`config.mk`:
```
export PLATFORM = sky130hd
export DESIGN_NAME = hdb3_encode
export DESIGN_NICKNAME = d
export VERILOG_FILES = /design/src/rtl/hdb3_pkg.sv /design/src/rtl/hdb3_polarity.sv /design/src/rtl/hdb3_encode.sv
export SDC_FILE = /design/constraint.sdc
export NUM_CORES = 1
export LEC_CHECK = 0
export BUFFER_PORTS_ARGS = -buffer_cell sky130_fd_sc_hd__buf_4
export CAP_MARGIN = 20
export CORE_AREA = 5 5 42 44
export DETAILED_ROUTE_END_ITERATION = 10
export DIE_AREA = 0 0 47 49
export GPL_TIMING_DRIVEN = 0
export PLACE_DENSITY = 0.59
export SLEW_MARGIN = 5
export SYNTH_ARGS = -nofsm -noshare
export SYNTH_HDL_FRONTEND = slang
export SYNTH_SLANG_ARGS = --single-unit
```
`constraint.sdc`:
```
create_clock -name i_clk -period 2.3 [get_ports i_clk]
set_input_delay 0.575 -clock i_clk [delete_from_list [all_inputs] [get_ports i_clk]]
set_output_delay 0.575 -clock i_clk [all_outputs]
set_load 0.05 [all_outputs]
```
`src/rtl/hdb3_pkg.sv`:
```
// Shared HDB3 definitions: ternary symbol codes, pipeline mark
// encoding and pulse polarity, used by the encoder and the decoder.
package hdb3_pkg;

  // Ternary line symbols carried on the 2-bit HDB3 code bus.
  localparam logic [1:0] HDB3_ZERO = 2'b00;
  localparam logic [1:0] HDB3_POS  = 2'b01;
  localparam logic [1:0] HDB3_NEG  = 2'b10;

  // Terminal value of the zero-run counter: the fourth zero becomes V.
  localparam logic [1:0] ZCNT_MAX = 2'd3;

  // Mark carried through the encoder pipeline, one per input bit.
  typedef enum logic [1:0] {
    MARK_ZERO = 2'b00,
    MARK_ONE  = 2'b01,
    MARK_V    = 2'b10,
    MARK_B    = 2'b11
  } mark_t;

  // Polarity of the most recent nonzero symbol on the line.
  typedef enum logic {
    POL_NEG = 1'b0,
    POL_POS = 1'b1
  } pol_t;

  // Symbol code for a pulse of the given polarity.
  function automatic logic [1:0] pol_code(input pol_t pol);
    return (pol == POL_POS) ? HDB3_POS : HDB3_NEG;
  endfunction

  // Opposite polarity, used for ONE and B pulses.
  function automatic pol_t pol_flip(input pol_t pol);
    return (pol == POL_POS) ? POL_NEG : POL_POS;
  endfunction

endpackage

```
`src/rtl/hdb3_polarity.sv`:
```
// HDB3 polarity stage: turns the oldest pipeline mark into a registered
// ternary symbol. ONE and B alternate polarity; V repeats the previous
// polarity so the decoder can recognise it as a violation.
module hdb3_polarity
  import hdb3_pkg::*;
(
  input  logic       clk,
  input  logic       rst_n,
  input  mark_t      mark,
  output logic [1:0] code
);

  pol_t       last_pol_q;
  pol_t       last_pol_d;
  logic [1:0] code_d;

  // Symbol and polarity update for the mark leaving the pipeline.
  always_comb begin
    last_pol_d = last_pol_q;
    code_d     = HDB3_ZERO;
    unique case (mark)
      MARK_ONE, MARK_B: begin
        last_pol_d = pol_flip(last_pol_q);
        code_d     = pol_code(pol_flip(last_pol_q));
      end
      MARK_V: begin
        code_d = pol_code(last_pol_q);
      end
      MARK_ZERO: begin
        code_d = HDB3_ZERO;
      end
    endcase
  end

  // Registered output symbol and last-pulse polarity.
  always_ff @(posedge clk or negedge rst_n) begin
    if (!rst_n) begin
      last_pol_q <= POL_NEG;
      code       <= HDB3_ZERO;
    end else begin
      last_pol_q <= last_pol_d;
      code       <= code_d;
    end
  end

endmodule

```
`src/rtl/hdb3_encode.sv`:
```
// Serial NRZ-to-HDB3 line encoder. One bit in and one ternary symbol out
// per clock with a fixed 4-cycle latency. Every run of four zeros is
// replaced by 000V (odd pulse count since last V) or B00V (even).
// Optional build macro HDB3_ENCODE_AMI_EN adds i_ami_mode, which
// bypasses substitution and yields plain AMI.
module hdb3_encode
  import hdb3_pkg::*;
(
  input  logic       i_clk,
  input  logic       i_rst_n,
  input  logic       i_data,
`ifdef HDB3_ENCODE_AMI_EN
  input  logic       i_ami_mode,
`endif
  output logic [1:0] o_hdb3_code
);

  mark_t      mark_q [4];
  mark_t      new_mark;
  logic [1:0] zcnt_q;
  logic [1:0] zcnt_d;
  logic       parity_q;
  logic       parity_d;
  logic       sub_b;
  logic       ami_mode;

`ifdef HDB3_ENCODE_AMI_EN
  assign ami_mode = i_ami_mode;
`else
  assign ami_mode = 1'b0;
`endif

  // Classify the incoming bit and advance the zero counter and parity.
  // The B decision is taken on the edge V enters: the first zero of the
  // run is then exactly the entry moving from mark_q[2] to mark_q[3].
  always_comb begin
    new_mark = MARK_ZERO;
    zcnt_d   = zcnt_q;
    parity_d = parity_q;
    sub_b    = 1'b0;
    if (ami_mode) begin
      new_mark = i_data ? MARK_ONE : MARK_ZERO;
      zcnt_d   = '0;
      parity_d = 1'b0;
    end else if (i_data) begin
      new_mark = MARK_ONE;
      zcnt_d   = '0;
      parity_d = ~parity_q;
    end else if (zcnt_q == ZCNT_MAX) begin
      new_mark = MARK_V;
      zcnt_d   = '0;
      parity_d = 1'b0;
      sub_b    = ~parity_q;
    end else begin
      new_mark = MARK_ZERO;
      zcnt_d   = zcnt_q + 2'd1;
    end
  end

  // Zero-run counter and pulse parity since the last violation.
  always_ff @(posedge i_clk or negedge i_rst_n) begin
    if (!i_rst_n) begin
      zcnt_q   <= '0;
      parity_q <= 1'b0;
    end else begin
      zcnt_q   <= zcnt_d;
      parity_q <= parity_d;
    end
  end

  // Four-deep mark pipeline with in-flight B rewrite at the tail.
  always_ff @(posedge i_clk or negedge i_rst_n) begin
    if (!i_rst_n) begin
      for (int unsigned i = 0; i < 4; i++) begin
        mark_q[i] <= MARK_ZERO;
      end
    end else begin
      mark_q[0] <= new_mark;
      mark_q[1] <= mark_q[0];
      mark_q[2] <= mark_q[1];
      mark_q[3] <= sub_b ? MARK_B : mark_q[2];
    end
  end

  hdb3_polarity u_polarity (
    .clk   (i_clk),
    .rst_n (i_rst_n),
    .mark  (mark_q[3]),
    .code  (o_hdb3_code)
  );

endmodule

```
==> results of run 1 <==
==> state kept, by name (all words and copies together), names as in the netlist <==
signal and cells:
mark_q 8, u_polarity.code 2, zcnt_q 2, parity_q 1
u_polarity.last_pol_q 1
==> where the power goes <==
part | switching (W) | leakage, nW | internal [W] | total (W)
Combinational | 0.0000633 | 0.0806 | 0.0000377 | 0.000101
Clock | 0.0000638 | 0.0138 | 0.0000604 | 0.000124
Sequential | 0.0000270 | 0.176 | 0.000284 | 0.000311
Total | 0.000154 | 0.271 | 0.000382 | 0.000536
==> logic make-up (layout without fill, tap and decap cells) <==
group | after synthesis | after routing | share of synthesized area [%]
DFF | 14 | 14 | 76.5
and+or+nand+nor | 9 | 9 | 12.6
muxes | 2 | 2 | 4.37
adders and majority gates | 1 | 1 | 2.73
AOI/OAI and AO/OA | 1 | 1 | 1.09
xor gates and xnor gates | 1 | 1 | 1.91
buffers and inverters | 1 | 8 | 0.819
==> area by class of cell <==
cell class                      count  area [um^2]  area share [%]
Clock buffer                        3         22.5            4.25
Inverter                            1         3.75           0.708
Multi-Input combinational cell     14          104            19.6
Sequential cell                    14          350            66.0
Tap cell                           16         20.0            3.77
Timing Repair Buffer                4         30.0            5.66
==> worst min path at each step <==
| stage | end | slack (ns) |
|---|---|---|
| 2_1_floorplan | mark_q[0] | 0.28 |
| 3_3_place_gp | mark_q[3] | 0.33 |
| 3_5_place_dp | mark_q[2] | 0.34 |
| 4_1_cts | mark_q[3] | 0.14 |
| 5_1_grt | mark_q[3] | 0.14 |
| 6_report | u_polarity.code[1] | 0.14 |
==> placed cells by master (no fill, tap or decap) <==
cell type  instances
xor2_1             1
o21ai_0            1
dfrtp_1           14
mux2i_1            2
or2_1              2
clkbuf_4           3
nor3b_1            1
nand2b_1           2
and2b_2            2
nand2_1            1
nor2_1             1
inv_1              1
ha_1               1
buf_4              4
==> routing by layer <==
layer	routed length (um)	GRT usage (%)	vias up
li1	-	-	107
met1	205	6.70	121
met2	331	11.1	5
met3	50	2.58	0
met4	0	4.15	0
met5	0	0	-
==> stage by stage <==
step	instance area (um^2)	hold slack (ns)	total power [W]	util, %
after global routing	531	0.143	0.000568	37.9
after detailed placement	508	0.337	0.000421	36.3
after global placement	508	0.335	0.000410	36.3
final	531	0.142	0.000536	37.9
after floorplan	458	0.279	0.000379	-
after CTS	531	0.137	0.000549	37.9
==> summary.md, run 1 <==
| Metric | Value |
|---|---|
| Rel. slew slack | `a little under nine tenths` |
| Post-synthesis sequential area ratio | `between 70 and 80%` |
| Top area cells in the synthesized netlist | `dfrtp_1 (77%), mux2i_1 (4.4%), and2b_2 (3.8%)` |
| Crit end category | `primary output` |
| Setup TNS | `0 ns` |
| Largest area contributor in the synthesized netlist | `dfrtp_1` |
| Commonest cells post-synth | `dfrtp_1 (14), and2b_2 (2), mux2i_1 (2), nand2b_1 (2), or2_1 (2)` |
| Critical path's top delay family | `flip-flops` |
| Ys flop type | `dfrtp_1` |
| DP Cell Count | `49` |
| Slack of the critical path | `0.915 ns` |
| Critical Path Sink | `o_hdb3_code[1]` |
| Global-route wire length before repair | `1.10 mm` |
| Count leader, synth | `dfrtp_1` |
| Endpoints failing hold | `0` |
| Avg Vias per Cell | `around 4.5` |
| Peak Freq | `~720 MHz` |
| Total Wirelength | `between 500 and 600 um` |
| Slew Limit Fails | `0` |
| Non-filler cells, final | `52` |
| Crit path launch | `u_polarity.code[1]` |
| CTS tree | `done` |
| CTS Root Cell | `clkbuf_4` |
| DR WL/cell | `roughly 11 um` |
| Crit path max fanout | `1` |
| RD Place Congestion | `0.725` |
| R2r endpoint | `mark_q[0]` |
| Initial antenna violation count | `0` |
| Peak per-stage delay on the critical path | `roughly 0.36 ns` |
| Synth Cell Area | `~460 um^2` |
| Library cells used by synthesis | `12` |
| NumNets Final | `between 40 and 50` |
| Die Area | `roughly 2300 um^2` |
| Post-synth EDFFs | `0` |
| Critical path, cell by cell | `buf_4` |
| Required @ worst endpoint | `around 1.7 ns` |
| PostCTS Resize Cnt | `0` |
| Clk buf depth | `2` |
| Number of max-cap violations | `0` |
| DRT Pass-1 Iters | `1` |
| H-tree levels | `1` |
| Clock skew | `between 0.001 and 0.0015 ns` |
| Top-area cell type share of the netlist area | `76.5%` |
| Post-route DRC | `0` |
| Row count | `14` |
| Crit share post-route | `roughly 60%` |
| DRT iter0 DRCs | `0` |
| Final setup violating endpoints | `0` |
| Clk_lat worst skew | `roughly 0.26 ns` |
| Die X | `47 um` |
| Buffers & Inverters on Critical Path | `1` |
| Ys async rst share | `100%` |
| Largest net degree at the start of global routing | `15` |
| RSZ-0062 raised after global routing | `no` |
| #FFs+latches synth | `14` |
| Reg-to-reg slack, setup | `about 1.2 ns` |
| Total CTS buffers | `3` |
| Antenna fix cells | `0` |
| Worst Reg-to-Reg Cells | `3` |
| Filler Cells Inserted | `between 150 and 200` |
| Vias in the first global route | `~280` |
| PD cells | `approximately 1000 nW/um^2` |
| Max VDD drop | `approximately 0.36 mV` |
| Routed vias | `233` |
| CP max-delay cell | `dfrtp_1` |
| Worst r2r src | `zcnt_q[0]` |
| Share of layout cells above drive strength 1 | `between 20% and 30%` |
| Syn Nets | `33` |
| Initial Utilization | `around 33%` |
| Status | `finished, final reports clean` |
| Gr usage total | `around 6.7%` |
| Setup bufs post-CTS | `0` |
| CTS clk-pin slew, worst paths | `0.07 ns` |
| Gr ovfl total | `0` |
| Ports | `5` |
| Avg Cell Area, Syn | `about 16 um^2` |
| Dpl ws | `approximately 1.2 ns` |
| Worst Tran Pin Value | `0.223 ns` |
| Routed Antenna Nets | `0` |
| Crit path arrival time | `0.81 ns` |
| Clock sink count | `14` |
| Area growth syn-to-layout | `15.8%` |
| Post-cts hold buffer count | `0` |
| Startpoint Class | `flip-flop` |
| Core ar. | `about 1400 um^2` |
| Worst path depth | `1` |
| Worst hold path class | `input port to asynchronous set/reset pin` |
| Die height | `49 um` |
| Worst setup path class | `flip-flop to primary output` |
| IO buf count | `4` |
| Total leakage power | `roughly 0.27 nW` |
| Synth warnings | `0` |
| Synth Instances | `29` |
| Minimum clock period | `about 1.4 ns` |
No activity file was read; power rests on OpenSTA's default activity.
==> run 2, diff against run 1 <==
Settings changed: ABC_AREA from default to 1, PLACE_DENSITY 0.59 to 0.6.
Clock period 2.3 ns to 1.4 ns, I/O delays scaled along.
==> run 2 against run 1 <==
Effect of this change:
- register-to-register slack worse by 0.72 ns
- cell count increased by 27%
- critical path depth is the same
- die area stayed put
- synthesized area up 2.5%
- sequential power grew 45%
- first-iteration DRC count is 2 higher
- worst hold slack improved by 0.096 ns
- power is 54% higher
- non-clock buffer count rose by 1
- clock skew increased by 0.00055 ns
- setup slack worse by 0.69 ns
==> summary.md, run 2 <==
| Metric | Value |
|---|---|
| Worst Tran Pin Value | `0.177 ns (-0.0452 ns)` |
| IO buf count | `4 (unchanged)` |
| Worst hold path class | `input port to flip-flop` |
| Initial antenna violation count | `0 (unchanged)` |
| Ys flop type | `dfrtp_1` |
| Total Wirelength | `664 um (+13%)` |
| Library cells used by synthesis | `8 (-4)` |
| Gr ovfl total | `0 (unchanged)` |
| Vias in the first global route | `308 (+11%)` |
| Startpoint Class | `flip-flop` |
| Slack of the critical path | `0.228 ns (-0.688 ns)` |
| Top area cells in the synthesized netlist | `dfrtp_1 (75%), nand2_1 (8.8%), inv_1 (5.6%)` |
| Crit end category | `primary output` |
| Commonest non-fill, non-tap cells in the layout | `dfrtp_1 (14), nand2_1 (11), inv_1 (7)` |
| Synth Cell Area | `469 um^2 (+2.5%)` |
| RSZ-0062 raised after global routing | `no` |
| Post-synthesis sequential area ratio | `74.7% (-1.8 points)` |
| RD Place Congestion | `0.670 (-7.6%)` |
| Critical path's top delay family | `flip-flops` |
| Synth Instances | `41 (+41%)` |
| Peak per-stage delay on the critical path | `0.37 ns (about the same)` |
| Critical path, cell by cell | `buf_4` |
| DR WL/cell | `10.1 um (-11%)` |
| Antenna fix cells | `0 (unchanged)` |
| Synth warnings | `0 (unchanged)` |
| Ys async rst share | `100% (unchanged)` |
| Avg Cell Area, Syn | `11.4 um^2 (-28%)` |
| Status | `finished, final reports clean` |
| Count leader, synth | `dfrtp_1` |
| Filler Cells Inserted | `150 (-2.0%)` |
| Minimum clock period | `around 1.2 ns` |
| Most common cell after layout, fill and taps aside | `dfrtp_1` |
| Total leakage power | `0.313 nW (+16%)` |
| Sequential cell area | `350 um^2 (unchanged)` |
| Avg Vias per Cell | `4.02 (-10%)` |
| Number of flip-flops in the largest register | `8 (unchanged)` |
| Area growth syn-to-layout | `20.5%` |
| #FFs+latches synth | `14 (unchanged)` |
| Largest reg by FF count | `mark_q` |
| Worst setup path class | `flip-flop to primary output` |
| Syn Nets | `45 (+36%)` |
| CP max-delay cell | `dfrtp_1` |
| Routed Antenna Nets | `0 (unchanged)` |
| Largest net degree at the start of global routing | `15 (unchanged)` |
| DRT Pass-1 Iters | `5 (+4)` |
| Crit share post-route | `between 80 and 90%` |
| Area occupied by multi-input gates | `88.8 um^2 (-14%)` |
| CTS tree | `done` |
| Post-synth EDFFs | `0 (unchanged)` |
| Number of max-cap violations | `0 (unchanged)` |
| Gr usage total | `7.93% (+1.2 points)` |
| Detailed Place HPWL | `around 470 um` |
| Tot Pwr | `0.000825 W (+54%)` |
| Dpl ws | `0.497 ns (-0.671 ns)` |
| Fin util | `40.4% (+2.5 points)` |
| PD cells | `1460 nW/um^2 (+44%)` |
| Global-route wire length before repair | `1.30 mm (+18%)` |
| Core ar. | `1400 um^2 (unchanged)` |
| Clk buf depth | `2 (unchanged)` |
| DRT iter0 DRCs | `2 (+2)` |
| CTS Root Cell | `clkbuf_4` |
| Clock sink count | `14 (unchanged)` |
| Commonest cells post-synth | `dfrtp_1 (14), nand2_1 (11), inv_1 (7)` |
| Die height | `49 um (unchanged)` |
| Initial Utilization | `33.5% (+0.80 points)` |
| H-tree levels | `1 (unchanged)` |
| Rel. slew slack | `88.2% (+3.0 points)` |
| Routed vias | `265 (+14%)` |
| Crit path max fanout | `1 (unchanged)` |
| Post-route DRC | `0 (unchanged)` |
| Required @ worst endpoint | `1.05 ns (-0.68 ns)` |
| CTS clk-pin slew, worst paths | `0.08 ns (about the same)` |
| Share of layout cells above drive strength 1 | `20.0% (-5.0 points)` |
| Row count | `14 (unchanged)` |
| Die X | `47 um (unchanged)` |
| Cells on Worst Hold Path | `1` |
| Ports | `5 (unchanged)` |
| Total CTS buffers | `3 (unchanged)` |
| NumNets Final | `55 (+31%)` |
| Worst path depth | `1 (unchanged)` |
| Crit path arrival time | `0.82 ns (about the same)` |
| Max VDD drop | `0.471 mV (+31%)` |
| Setup bufs post-CTS | `0 (unchanged)` |
| Largest area contributor in the synthesized netlist | `dfrtp_1` |
| Setup TNS | `0 ns (unchanged)` |
| Peak Freq | `~850 MHz` |
| Die Area | `2300 um^2 (unchanged)` |
| Buffers & Inverters on Critical Path | `1 (unchanged)` |
| Top flop regs | `mark_q x8, u_polarity.code x2, zcnt_q x2` |
| Worst Reg-to-Reg Cells | `4 (+1)` |
| Clk_lat worst skew | `0.27 ns (about the same)` |
| Slew Limit Fails | `0 (unchanged)` |
| Final setup violating endpoints | `0 (unchanged)` |
| Clock skew | `0.00189 ns (+0.000553 ns)` |
| Top-area cell type share of the netlist area | `74.7% (-1.8 points)` |
| Endpoints failing hold | `0 (unchanged)` |
[run 2: what timing repair did]
action	CTS	global route
hold endpoints to repair	14	0
hold buffers	1	0
gates resized for setup	0	0
[run 2: metal layers]
| metal | vias up | track usage (%) | wire, um |
|---|---|---|---|
| met5 | - | 0 | 0 |
| met4 | 0 | 5.53 | 0 |
| met3 | 0 | 2.21 | 44 |
| met2 | 5 | 10.9 | 332 |
| met1 | 123 | 10.3 | 287 |
| li1 | 137 | - | - |
[run 2: layout make-up]
cell class                 count  share of cell area [%]
sequential                    14                    61.9
tap                           16                    3.54
multi-input combinational     19                    15.7
timing repair buffer           5                    7.08
inverter                       8                    5.31
clock buffer                   4                    6.42
[run 2: logic make-up after synthesis]
logic type / Yosys count / synth area share, %
simple gates: 18 / 16.3
fa+ha+maj: 1 / 2.67
flops: 14 / 74.7
buf+inv: 8 / 6.40
[run 2: metrics by stage]
step	instances	area [um^2]	hold slack, ns
detailed placement	61	519	0.209
floorplan	41	469	0.0544
global route	66	566	0.226
global placement	61	519	0.206
CTS	66	566	0.224
finish	66	566	0.238
[run 2: path summary, 6_finish.rpt]
path	start	to	slack, ns
setup / recovery	u_polarity.code[1]	o_hdb3_code[1]	0.23
hold / removal	i_data	mark_q[6]	0.24
setup reg to reg	zcnt_q[0]	parity_q	0.50
hold reg to reg	mark_q[5]	mark_q[3]	0.36
max in group asynchronous	i_rst_n	mark_q[7]	0.78
min in group asynchronous	i_rst_n	mark_q[6]	0.45
[run 2: report_power, final]
part           switching, W  internal, W  total (W)
Sequential        0.0000152     0.000436   0.000451
Clock              0.000122     0.000158   0.000280
Combinational     0.0000642    0.0000301  0.0000944
==> run 3, diff against run 2 <==
Settings changed: ABC_AREA 1 to 0, PLACE_DENSITY 0.6 to 0.61.
Clock period 1.4 ns to 0.9 ns, I/O delays scaled along.
==> run 3 against run 2 <==
Effect of this change:
- the run now ends with negative setup slack left
- via count down 7.9%
- wire length down 4.2%
- core utilization up 0.71 points
- design area up 1.8%
- sequential share of layout area down 1.1 points
- sequential power up 78%
- first-iteration DRC count up 50%
- critical path type is now flip-flop to flip-flop
==> summary.md, run 3 (synthesis results as in run 1) <==
| Metric | Value |
|---|---|
| Die height | `49 um (unchanged)` |
| Gr usage total | `7.40% (-0.52 points)` |
| Largest reg by FF count | `mark_q` |
| Endpoints failing hold | `0 (unchanged)` |
| Worst Reg-to-Reg Cells | `3 (-1)` |
| DR WL/cell | `11.6 um (+15%)` |
| Final setup violating endpoints | `6 (+6)` |
| Crit end category | `flip-flop` |
| Worst hold path class | `input port to flip-flop` |
| CTS clk-pin slew, worst paths | `0.07 ns (about the same)` |
| Minimum clock period | `~1.0 ns` |
| Worst Tran Pin Value | `0.225 ns (+0.0477 ns)` |
| Peak Freq | `approximately 970 MHz` |
| Reg-to-reg slack, setup | `-0.13 ns (-0.63 ns)` |
| Die Area | `2300 um^2 (unchanged)` |
| CTS Root Cell | `clkbuf_4` |
| RSZ-0062 raised after global routing | `yes` |
| Area occupied by multi-input gates | `116 um^2 (+31%)` |
| Area growth syn-to-layout | `25.7%` |
| Rel. slew slack | `85.0% (-3.2 points)` |
| Cells on Worst Hold Path | `1 (unchanged)` |
| Crit path max fanout | `3 (+2)` |
| Top flop regs | `mark_q x8, u_polarity.code x2, zcnt_q x2` |
| H-tree levels | `1 (unchanged)` |
| Max VDD drop | `0.926 mV (+97%)` |
| Die X | `47 um (unchanged)` |
| Clock skew | `0.00192 ns (+0.0000295 ns)` |
| Required @ worst endpoint | `1.06 ns (about the same)` |
| Total leakage power | `0.286 nW (-8.8%)` |
| R2r endpoint | `mark_q[0]` |
| Commonest non-fill, non-tap cells in the layout | `dfrtp_1 (14), buf_4 (4), clkbuf_4 (3)` |
| Dpl ws | `-0.138 ns (-0.635 ns)` |
| Beginning of the worst hold path | `i_data` |
| Clk_lat worst skew | `0.27 ns (about the same)` |
| Slack of the critical path | `-0.128 ns (-0.356 ns)` |
| DRT Pass-1 Iters | `3 (-2)` |
| Slew Limit Fails | `0 (unchanged)` |
| Filler Cells Inserted | `137 (-8.7%)` |
| Avg Vias per Cell | `4.44 (+10%)` |
| Worst r2r src | `zcnt_q[0]` |
| Startpoint Class | `flip-flop` |
| Vias in the first global route | `273 (-11%)` |
| IO buf count | `4 (unchanged)` |
| Initial Utilization | `32.7% (-0.80 points)` |
| Most common cell after layout, fill and taps aside | `dfrtp_1` |
| Crit path arrival time | `1.19 ns (+0.37 ns)` |
| Worst setup path class | `flip-flop to flip-flop` |
| Tot Pwr | `0.00143 W (+73%)` |
| Crit path launch | `zcnt_q[0]` |
| Total CTS buffers | `3 (unchanged)` |
| Violated checks | `negative setup slack` |
| Row count | `14 (unchanged)` |
| Worst hold slack | `0.109 ns (-0.128 ns)` |
| PD cells | `2480 nW/um^2 (+70%)` |
| Global-route wire length before repair | `1.15 mm (-11%)` |
| Crit share post-route | `114%` |
| RD Place Congestion | `0.666 (-0.66%)` |
| Number of flip-flops in the largest register | `8 (unchanged)` |
| Routed Antenna Nets | `0 (unchanged)` |
| Largest net degree at the start of global routing | `15 (unchanged)` |
| Setup TNS | `-0.535 ns (-0.535 ns)` |
| DRT iter0 DRCs | `3 (+1)` |
| Initial antenna violation count | `0 (unchanged)` |
| Gr ovfl total | `0 (unchanged)` |
| CTS tree | `done` |
| Total Wirelength | `636 um (-4.2%)` |
| Post-route DRC | `0 (unchanged)` |
| Clk buf depth | `2 (unchanged)` |
| Antenna fix cells | `0 (unchanged)` |
| Critical Path Sink | `mark_q[0]` |
| Share of layout cells above drive strength 1 | `30.8% (+11 points)` |
| Routed vias | `244 (-7.9%)` |
| Core ar. | `1400 um^2 (unchanged)` |
| Fin util | `41.1% (+0.71 points)` |
| Sequential cell area | `350 um^2 (unchanged)` |
| Ports | `5 (unchanged)` |
| Clock sink count | `14 (unchanged)` |
| Number of max-cap violations | `0 (unchanged)` |
| Status | `complete, but fails checks` |
| NumNets Final | `45 (-18%)` |
run 3: changes by cell type in the layout (fill, tap and decap cells not counted), moves of 2 or more:
cell,delta
buf_6,+2
nor2_1,-3
inv_1,-6
nand2_1,-10
and2b_2,+2
nand3_1,-2
or2_1,+2
mux2i_1,+2
nand2b_1,+2
run 3: how the worst min path moves through the flow:
stage	endpoint
after floorplan	mark_q[0]
after global placement	u_polarity.code[1]
after detailed placement	mark_q[1]
after CTS	mark_q[6]
after global routing	mark_q[6]
final	mark_q[6]
run 3: stage by stage:
stage,cell area [um^2],std cells
floorplan,460,29
global placement,510,49
detailed placement,510,49
CTS,568,54
global route,576,55
finish,576,55
run 3: final cells by class:
| type | instances | share of cell area (%) |
|---|---|---|
| Clock buffer | 3 | 3.91 |
| Inverter | 1 | 0.652 |
| Multi-Input combinational cell | 14 | 20.2 |
| Sequential cell | 14 | 60.9 |
| Tap cell | 16 | 3.48 |
| Timing Repair Buffer | 7 | 10.9 |
run 3: repair_timing:
item                                    4_1_cts  5_1_grt
setup buffers                                 1        1
gates cloned                                  0        0
hold buffers                                  1        0
hold endpoints to repair                     14        0
pin swaps                                     0        0
endpoints found under the setup margin        6        6
gates resized for setup                       3        0
run 3: layer usage:
metal	global-route usage, %	up-vias	wire length (um)
met5	0	-	0
met4	4.15	0	8
met3	3.32	2	46
met2	12.2	7	342
met1	7.28	122	238
li1	-	113	-
run 3: power by group:
| group | switching (W) | total (W) | internal, W |
|---|---|---|---|
| logic | 0.000166 | 0.000293 | 0.000127 |
| clock network | 0.000175 | 0.000330 | 0.000155 |
| registers | 0.0000767 | 0.000802 | 0.000726 |
run 3: critical path, stage by stage (launching register included):
cell     delay [ns]
dfrtp_1        0.41
ha_4           0.17
nor3b_1        0.14
or2_1          0.20
